## src/rtl/pwm_timer_ctrl_if.sv

```systemverilog
// Register-write port for pwm_timer_ctrl.
// Signals:
//   wr_valid  master -> slave  write request
//   wr_ready  slave -> master  slave accepts a write this cycle
//   wr_addr   master -> slave  register address (3 bits)
//   wr_data   master -> slave  write data (16 bits)
interface pwm_timer_ctrl_if;
  localparam int unsigned ADDR_W = 3;
  localparam int unsigned DATA_W = 16;

  logic              wr_valid;
  logic              wr_ready;
  logic [ADDR_W-1:0] wr_addr;
  logic [DATA_W-1:0] wr_data;

  modport master (output wr_valid, output wr_addr, output wr_data, input wr_ready);
  modport slave  (input wr_valid, input wr_addr, input wr_data, output wr_ready);
endinterface

```

## src/rtl/pwm_timer_ctrl.sv

```systemverilog
// Timer and configuration controller feeding a pwm_gen instance.
// Owns the prescaled period counter and the active configuration. Register
// writes land in shadow registers and are committed to the active outputs
// only at a period wrap, so pwm_gen never sees a torn configuration.
// Ports:
//   clk, rst_n      clock, asynchronous active-low reset
//   wr              write port (slave): wr_valid/wr_ready/wr_addr/wr_data
//   pwm_en          active enable
//   period          active period
//   functions       active function bits
//   compare1/2      active compare values
//   count_val       current counter value
//   period_done     one-cycle pulse after a counter wrap
//   update_pending  shadow holds data not yet committed
//   wr_err          one-cycle pulse after a write to an unmapped address
module pwm_timer_ctrl #(
  parameter int unsigned CNT_W = 16,
  parameter int unsigned PSC_W = 8
) (
  input  logic                clk,
  input  logic                rst_n,
  pwm_timer_ctrl_if.slave     wr,
  output logic                pwm_en,
  output logic [CNT_W-1:0]    period,
  output logic [7:0]          functions,
  output logic [CNT_W-1:0]    compare1,
  output logic [CNT_W-1:0]    compare2,
  output logic [CNT_W-1:0]    count_val,
  output logic                period_done,
  output logic                update_pending,
  output logic                wr_err
);

  localparam int unsigned FUNC_W = 8;

  localparam logic [2:0] ADDR_CTRL      = 3'd0;
  localparam logic [2:0] ADDR_PERIOD    = 3'd1;
  localparam logic [2:0] ADDR_PRESCALE  = 3'd2;
  localparam logic [2:0] ADDR_FUNCTIONS = 3'd3;
  localparam logic [2:0] ADDR_COMPARE1  = 3'd4;
  localparam logic [2:0] ADDR_COMPARE2  = 3'd5;

  // Full shadowed configuration; commit is a single struct copy.
  typedef struct packed {
    logic [CNT_W-1:0]  period;
    logic [PSC_W-1:0]  prescale;
    logic [FUNC_W-1:0] functions;
    logic [CNT_W-1:0]  compare1;
    logic [CNT_W-1:0]  compare2;
  } cfg_t;

  cfg_t             shadow_q, shadow_d;
  cfg_t             active_q, active_d;
  logic             enable_q, enable_d;
  logic [CNT_W-1:0] cnt_q, cnt_d;
  logic [PSC_W-1:0] psc_q, psc_d;
  logic             pending_q, pending_d;
  logic             done_q, done_d;
  logic             err_q, err_d;

  logic tick_c;
  logic wrap_c;
  logic accept_c;

  // Tick when the prescaler reaches the active prescale value.
  assign tick_c   = enable_q && (psc_q == active_q.prescale);
  assign wrap_c   = tick_c && (cnt_q == active_q.period);
  // Blocking writes in the wrap cycle keeps a write and a commit apart.
  // Note: period=0 with prescale=0 wraps every cycle and locks out writes.
  assign wr.wr_ready = !wrap_c;
  assign accept_c    = wr.wr_valid && !wrap_c;

  // Next-state logic: counter, prescaler, commit and register writes.
  always_comb begin
    logic cfg_wr;
    shadow_d  = shadow_q;
    active_d  = active_q;
    enable_d  = enable_q;
    cnt_d     = cnt_q;
    psc_d     = psc_q;
    pending_d = pending_q;
    done_d    = wrap_c;
    err_d     = 1'b0;
    cfg_wr    = 1'b0;

    if (!enable_q || tick_c) begin
      psc_d = '0;
    end else begin
      psc_d = psc_q + PSC_W'(1);
    end

    // Above period (only reachable while disabled) the counter rolls over at
    // its maximum without a period_done pulse.
    if (tick_c) begin
      cnt_d = wrap_c ? '0 : cnt_q + CNT_W'(1);
    end

    if (wrap_c && pending_q) begin
      active_d  = shadow_q;
      pending_d = 1'b0;
    end

    if (accept_c) begin
      case (wr.wr_addr)
        ADDR_CTRL: begin
          enable_d = wr.wr_data[0];
          if (!wr.wr_data[0]) begin
            psc_d = '0;
          end
          // cnt_clr: restart the period and commit the shadow immediately.
          if (wr.wr_data[1]) begin
            cnt_d     = '0;
            psc_d     = '0;
            active_d  = shadow_q;
            pending_d = 1'b0;
          end
        end
        ADDR_PERIOD: begin
          cfg_wr          = 1'b1;
          shadow_d.period = CNT_W'(wr.wr_data);
          if (!enable_q) active_d.period = CNT_W'(wr.wr_data);
        end
        ADDR_PRESCALE: begin
          cfg_wr            = 1'b1;
          shadow_d.prescale = PSC_W'(wr.wr_data);
          if (!enable_q) active_d.prescale = PSC_W'(wr.wr_data);
        end
        ADDR_FUNCTIONS: begin
          cfg_wr             = 1'b1;
          shadow_d.functions = FUNC_W'(wr.wr_data);
          if (!enable_q) active_d.functions = FUNC_W'(wr.wr_data);
        end
        ADDR_COMPARE1: begin
          cfg_wr            = 1'b1;
          shadow_d.compare1 = CNT_W'(wr.wr_data);
          if (!enable_q) active_d.compare1 = CNT_W'(wr.wr_data);
        end
        ADDR_COMPARE2: begin
          cfg_wr            = 1'b1;
          shadow_d.compare2 = CNT_W'(wr.wr_data);
          if (!enable_q) active_d.compare2 = CNT_W'(wr.wr_data);
        end
        default: begin
          err_d = 1'b1;
        end
      endcase
      // While running, configuration writes wait for the next wrap.
      if (cfg_wr && enable_q) begin
        pending_d = 1'b1;
      end
    end
  end

  // State registers.
  always_ff @(posedge clk or negedge rst_n) begin
    if (!rst_n) begin
      shadow_q  <= '0;
      active_q  <= '0;
      enable_q  <= 1'b0;
      cnt_q     <= '0;
      psc_q     <= '0;
      pending_q <= 1'b0;
      done_q    <= 1'b0;
      err_q     <= 1'b0;
    end else begin
      shadow_q  <= shadow_d;
      active_q  <= active_d;
      enable_q  <= enable_d;
      cnt_q     <= cnt_d;
      psc_q     <= psc_d;
      pending_q <= pending_d;
      done_q    <= done_d;
      err_q     <= err_d;
    end
  end

  assign pwm_en         = enable_q;
  assign period         = active_q.period;
  assign functions      = active_q.functions;
  assign compare1       = active_q.compare1;
  assign compare2       = active_q.compare2;
  assign count_val      = cnt_q;
  assign period_done    = done_q;
  assign update_pending = pending_q;
  assign wr_err         = err_q;

endmodule
```

## src/flat_wrapper.sv

```systemverilog
// flat-port wrapper written by rule: the top's interface ports become plain ports
module pwm_timer_ctrl_flat 
#(
  parameter int unsigned CNT_W = 16,
  parameter int unsigned PSC_W = 8
)
  (clk, rst_n, pwm_en, period, functions, compare1, compare2, count_val, period_done, update_pending, wr_err, wr_wr_valid, wr_wr_addr, wr_wr_data, wr_wr_ready);
  pwm_timer_ctrl_if wr_i ();
  input  logic clk;
  input  logic rst_n;
  output logic pwm_en;
  output logic [CNT_W-1:0] period;
  output logic [7:0] functions;
  output logic [CNT_W-1:0] compare1;
  output logic [CNT_W-1:0] compare2;
  output logic [CNT_W-1:0] count_val;
  output logic period_done;
  output logic update_pending;
  output logic wr_err;
  input wire logic [$bits(wr_i.wr_valid)-1:0] wr_wr_valid;
  input wire logic [$bits(wr_i.wr_addr)-1:0] wr_wr_addr;
  input wire logic [$bits(wr_i.wr_data)-1:0] wr_wr_data;
  output wire logic [$bits(wr_i.wr_ready)-1:0] wr_wr_ready;
  assign wr_i.wr_valid = wr_wr_valid;
  assign wr_i.wr_addr = wr_wr_addr;
  assign wr_i.wr_data = wr_wr_data;
  assign wr_wr_ready = wr_i.wr_ready;
  pwm_timer_ctrl #(.CNT_W(CNT_W), .PSC_W(PSC_W)) u_core (.clk(clk), .rst_n(rst_n), .wr(wr_i), .pwm_en(pwm_en), .period(period), .functions(functions), .compare1(compare1), .compare2(compare2), .count_val(count_val), .period_done(period_done), .update_pending(update_pending), .wr_err(wr_err));
endmodule
```

## config.mk

```make
export PLATFORM = sky130hd
export DESIGN_NAME = pwm_timer_ctrl_flat
export DESIGN_NICKNAME = d
export VERILOG_FILES = /design/src/rtl/pwm_timer_ctrl_if.sv /design/src/rtl/pwm_timer_ctrl.sv /design/src/flat_wrapper.sv
export SDC_FILE = /design/constraint.sdc
export NUM_CORES = 1
export LEC_CHECK = 0
export CAP_MARGIN = 20
export CORE_UTILIZATION = 60
export CTS_BUF_LIST = sky130_fd_sc_hd__clkbuf_4 sky130_fd_sc_hd__clkbuf_8
export DETAILED_ROUTE_END_ITERATION = 6
export GPL_TIMING_DRIVEN = 0
export PLACE_DENSITY = 0.84
export SLEW_MARGIN = 20
export SYNTH_ARGS = -nofsm -noshare
export SYNTH_HDL_FRONTEND = slang
export SYNTH_SLANG_ARGS = --single-unit
export TNS_END_PERCENT = 1
```

## constraint.sdc

```tcl
create_clock -name clk -period 5.25 [get_ports clk]
set_clock_uncertainty 0.05 [all_clocks]
set_input_delay 1.05 -clock clk [delete_from_list [all_inputs] [get_ports clk]]
set_output_delay 1.05 -clock clk [all_outputs]
set_load 0.05 [all_outputs]
```

==> run metrics <==
status=finished clean; Wirelength per Cell=between 20 and 25 um; Critical Path AT=3520 ps; Clk Tree Root Cell=clkbuf_8; fin crit share=0.881; Die Y=126 um; # diodes=0; TritonCTS Buffers=17; RD Place Congestion=0.976; post-placement cell area=roughly 10000 sq um; H-tree Lvls=4; final slew viol count=0; Async SR Flop Fraction=1.00; Routed Antenna Nets=0; Switch Pwr=0.00165 W; adder-cell share of the synthesized area=0.00272; Synth top area share=0.424; largest family of logic cells by synthesized area=simple AND/OR/NAND/NOR gates; CP Launch Type=flip-flop; cell total after placement=~1300; Syn Nets=around 1000; Die Wd=roughly 130 um; total track usage=0.363; post-synthesis mux area share=0.0952; pre-CTS WS=1170 ps; DIE AREA=15900 sq um; Synth Area per Inst=9.08 sq um; Period minus WS final=4620 ps; Initial Utilization=0.625; CP Capture Type=output pin; final hold vios=0; global-route wire length before repair=44200 um; register area share after synthesis=0.424; Slowest-stage cell, CP=clkdlybuf4s50_1; final worst slack=~630 ps; critical-path cell list=xor2_1, nor4_2, nand4_2, nor2_1, clkbuf_1, inv_1, clkdlybuf4s50_1; Int Pwr=0.00259 W; leakage=4.66 nW; FF+latch area=3900 sq um; VDD IR max=around 0.32 mV; Filler Cells Inserted=approximately 1100; Layout area overhead=18.0%; critical path fanouts, max=10; via count=8765; PwrDens=between 300 and 400 nW/um^2; layout cells sized above 1=0.127; vias in the first global route=8337; # rows=44; DP HPWL=19800 um; Via density=6.61; TritonCTS clock tree=built; CP top delay family=buffers and inverters; fin nets=1156; clock group share of total power=0.227; Routed WL=28100 um; worst setup path class=reg2out; XOR/XNOR Fraction of Synth Area=0.0428; worst min path class=reg2reg; DRC marker count from the first detailed-route iteration=1206; dominant cells by area after synthesis=dfrtp_1, mux2_1, nor3_1; Top Ports=99; switching share of power=0.389; Seq pwr share=0.405; power share of the combinational group=0.368; Max-slew headroom=0.260; post-synthesis compound-gate area fraction=0.160; largest net degree at the start of global routing=92; EDFF count, synth=0; Final Instance Count excl. Fillers=1326; worst path bufs/invs=3; DRC Markers=0; Final setup violation count=0; Clock Latency Late Sink=480 ps; Yosys warning count=0; core area=approximately 15000 sq um; synthesized instance count=1015; critical path's largest stage delay=720 ps; CP required=4150 ps; multi-input logic area=4480 sq um; number of post-CTS setup repair buffers=0; unrepaired setup endpoints after global routing=no; post-synthesis cell type count=between 50 and 60; Max Buffers Root-to-Sink=2; CTS Hold Bufs=0; grt total ovfl=0; maxcap violations=0; fin area=10900 sq um; CTS resizes=0; Cell Area, Synth=9220 sq um; first drt pass iteration count=6; flops & latches, synth=156; Synth Area in Simple Gates=0.185; Synth Flop Type=dfrtp_1; cell taking the most area after synthesis=dfrtp_1; Worst Tran Pin Value=roughly 1100 ps; # clock sinks=156; Buffers on Ports=97; Worst-path clk slew=80 ps; maximum clock rate=216 MHz; initial antenna violation count=0
==> registers in the layout (all words and copies together) (netlist names) <==
register	flops
u_core.pwm_en	1
u_core.compare2	16
u_core.period	16
u_core.psc_q	8
u_core.count_val	16
u_core.wr_err	1
u_core.compare1	16
u_core.update_pending	1
u_core.period_done	1
u_core.active_q	8
u_core.functions	8
u_core.shadow_q	64
==> path summary, 6_finish.rpt <==
kind | from | endpoint | slack [ps] | cells past startpoint
hold reg to reg | u_core.shadow_q[55] | u_core.shadow_q[55] | 440 | 2
setup / recovery | u_core.period[4] | wr_wr_ready | 630 | 7
min in group asynchronous | rst_n | u_core.period[6] | 470 | 1
setup reg to reg | u_core.period[4] | u_core.active_q[42] | 2260 | 7
hold / removal | u_core.shadow_q[55] | u_core.shadow_q[55] | 440 | 2
max in group asynchronous | rst_n | u_core.compare2[4] | 3840 | 2
==> cell usage in the layout, fill, tap and decap left out, types with 4 or more instances in the layout <==
cell / count
clkdlybuf4s50_1: 96
buf_4: 58
nor3_1: 98
inv_1: 21
nor2_1: 99
nand4_1: 5
o21ai_0: 72
xor2_1: 32
buf_1: 7
mux2_1: 54
a21oi_1: 49
and4_1: 4
o311ai_0: 5
nor4_2: 8
a311oi_1: 8
o31ai_1: 4
dfrtp_1: 156
mux2_2: 7
o21ai_1: 6
o221ai_1: 10
clkbuf_1: 42
clkbuf_8: 22
nand2_1: 69
xnor2_1: 13
o311ai_1: 4
o211ai_1: 33
o22ai_1: 17
o211ai_2: 4
buf_2: 25
nand3_1: 36
nor4_1: 5
a221o_1: 9
mux2i_1: 19
==> tightest hold or removal path: stages (launching register included) <==
cell and delay [ps]:
dfrtp_1 350, nand2_1 40, o21ai_0 60
==> power groups by stage <==
stage / clock (W) / combinational, W / sequential (W)
final: 0.000965 / 0.00156 / 0.00172
after global routing: 0.00101 / 0.00165 / 0.00175
after CTS: 0.000961 / 0.00155 / 0.00170
after detailed placement: 0 / 0.00155 / 0.00172
after global placement: 0 / 0.00151 / 0.00172
after floorplan: 0 / 0.00108 / 0.00168
==> metrics by stage <==
| stage | hold slack, ps | power, W | util | setup TNS (ps) |
|---|---|---|---|---|
| floorplan | 394 | 0.00276 | - | 0 |
| global placement | 411 | 0.00323 | 0.706 | -481740 |
| detailed placement | 419 | 0.00327 | 0.709 | 0 |
| CTS | 436 | 0.00422 | 0.737 | 0 |
| global route | 461 | 0.00441 | 0.737 | 0 |
| finish | 435 | 0.00424 | 0.737 | 0 |
==> area by class of cell <==
type / count / area share
plain buffers: 133 / 0.0695
clock buffers: 22 / 0.0279
clock inverters: 7 / 0.0104
inverters: 21 / 0.00725
multi-input cells: 705 / 0.412
flip-flops and latches: 156 / 0.359
well taps: 184 / 0.0212
repair buffers: 98 / 0.0923
==> per-layer routing <==
layer / up-vias / global-route usage / part of all wire
met5: - / 0 / 0
met4: 0 / 0.201 / 0.047
met3: 124 / 0.0871 / 0.12
met2: 672 / 0.555 / 0.45
met1: 4145 / 0.477 / 0.39
li1: 3824 / - / -
==> synth_stat cells (all sizes together), types with 3 or more instances <==
cell and number:
o211ai 37, xor2 32, or2 4, dfrtp 156
nor3 98, and3 3, nor2 99, o221ai 10
nor4 15, xnor2 13, o31ai 4, nand2 69
o311ai 9, o22ai 17, and4 4, mux2 61
buf 91, nand4 6, mux2i 19, a21oi 50
inv 21, a311oi 8, clkbuf 42, a221o 9
o21ai 79, nand3 38
==> cells by family (layout without fill, tap and decap cells) <==
logic type | after synthesis | after routing
AOI/OAI and AO/OA | 230 | 230
xor gates and xnor gates | 45 | 45
adders and majority gates | 2 | 2
buffers and inverters | 154 | 281
DFF | 156 | 156
muxes | 80 | 80
and+or+nand+nor | 348 | 348
No activity file was read; power rests on OpenSTA's default activity.
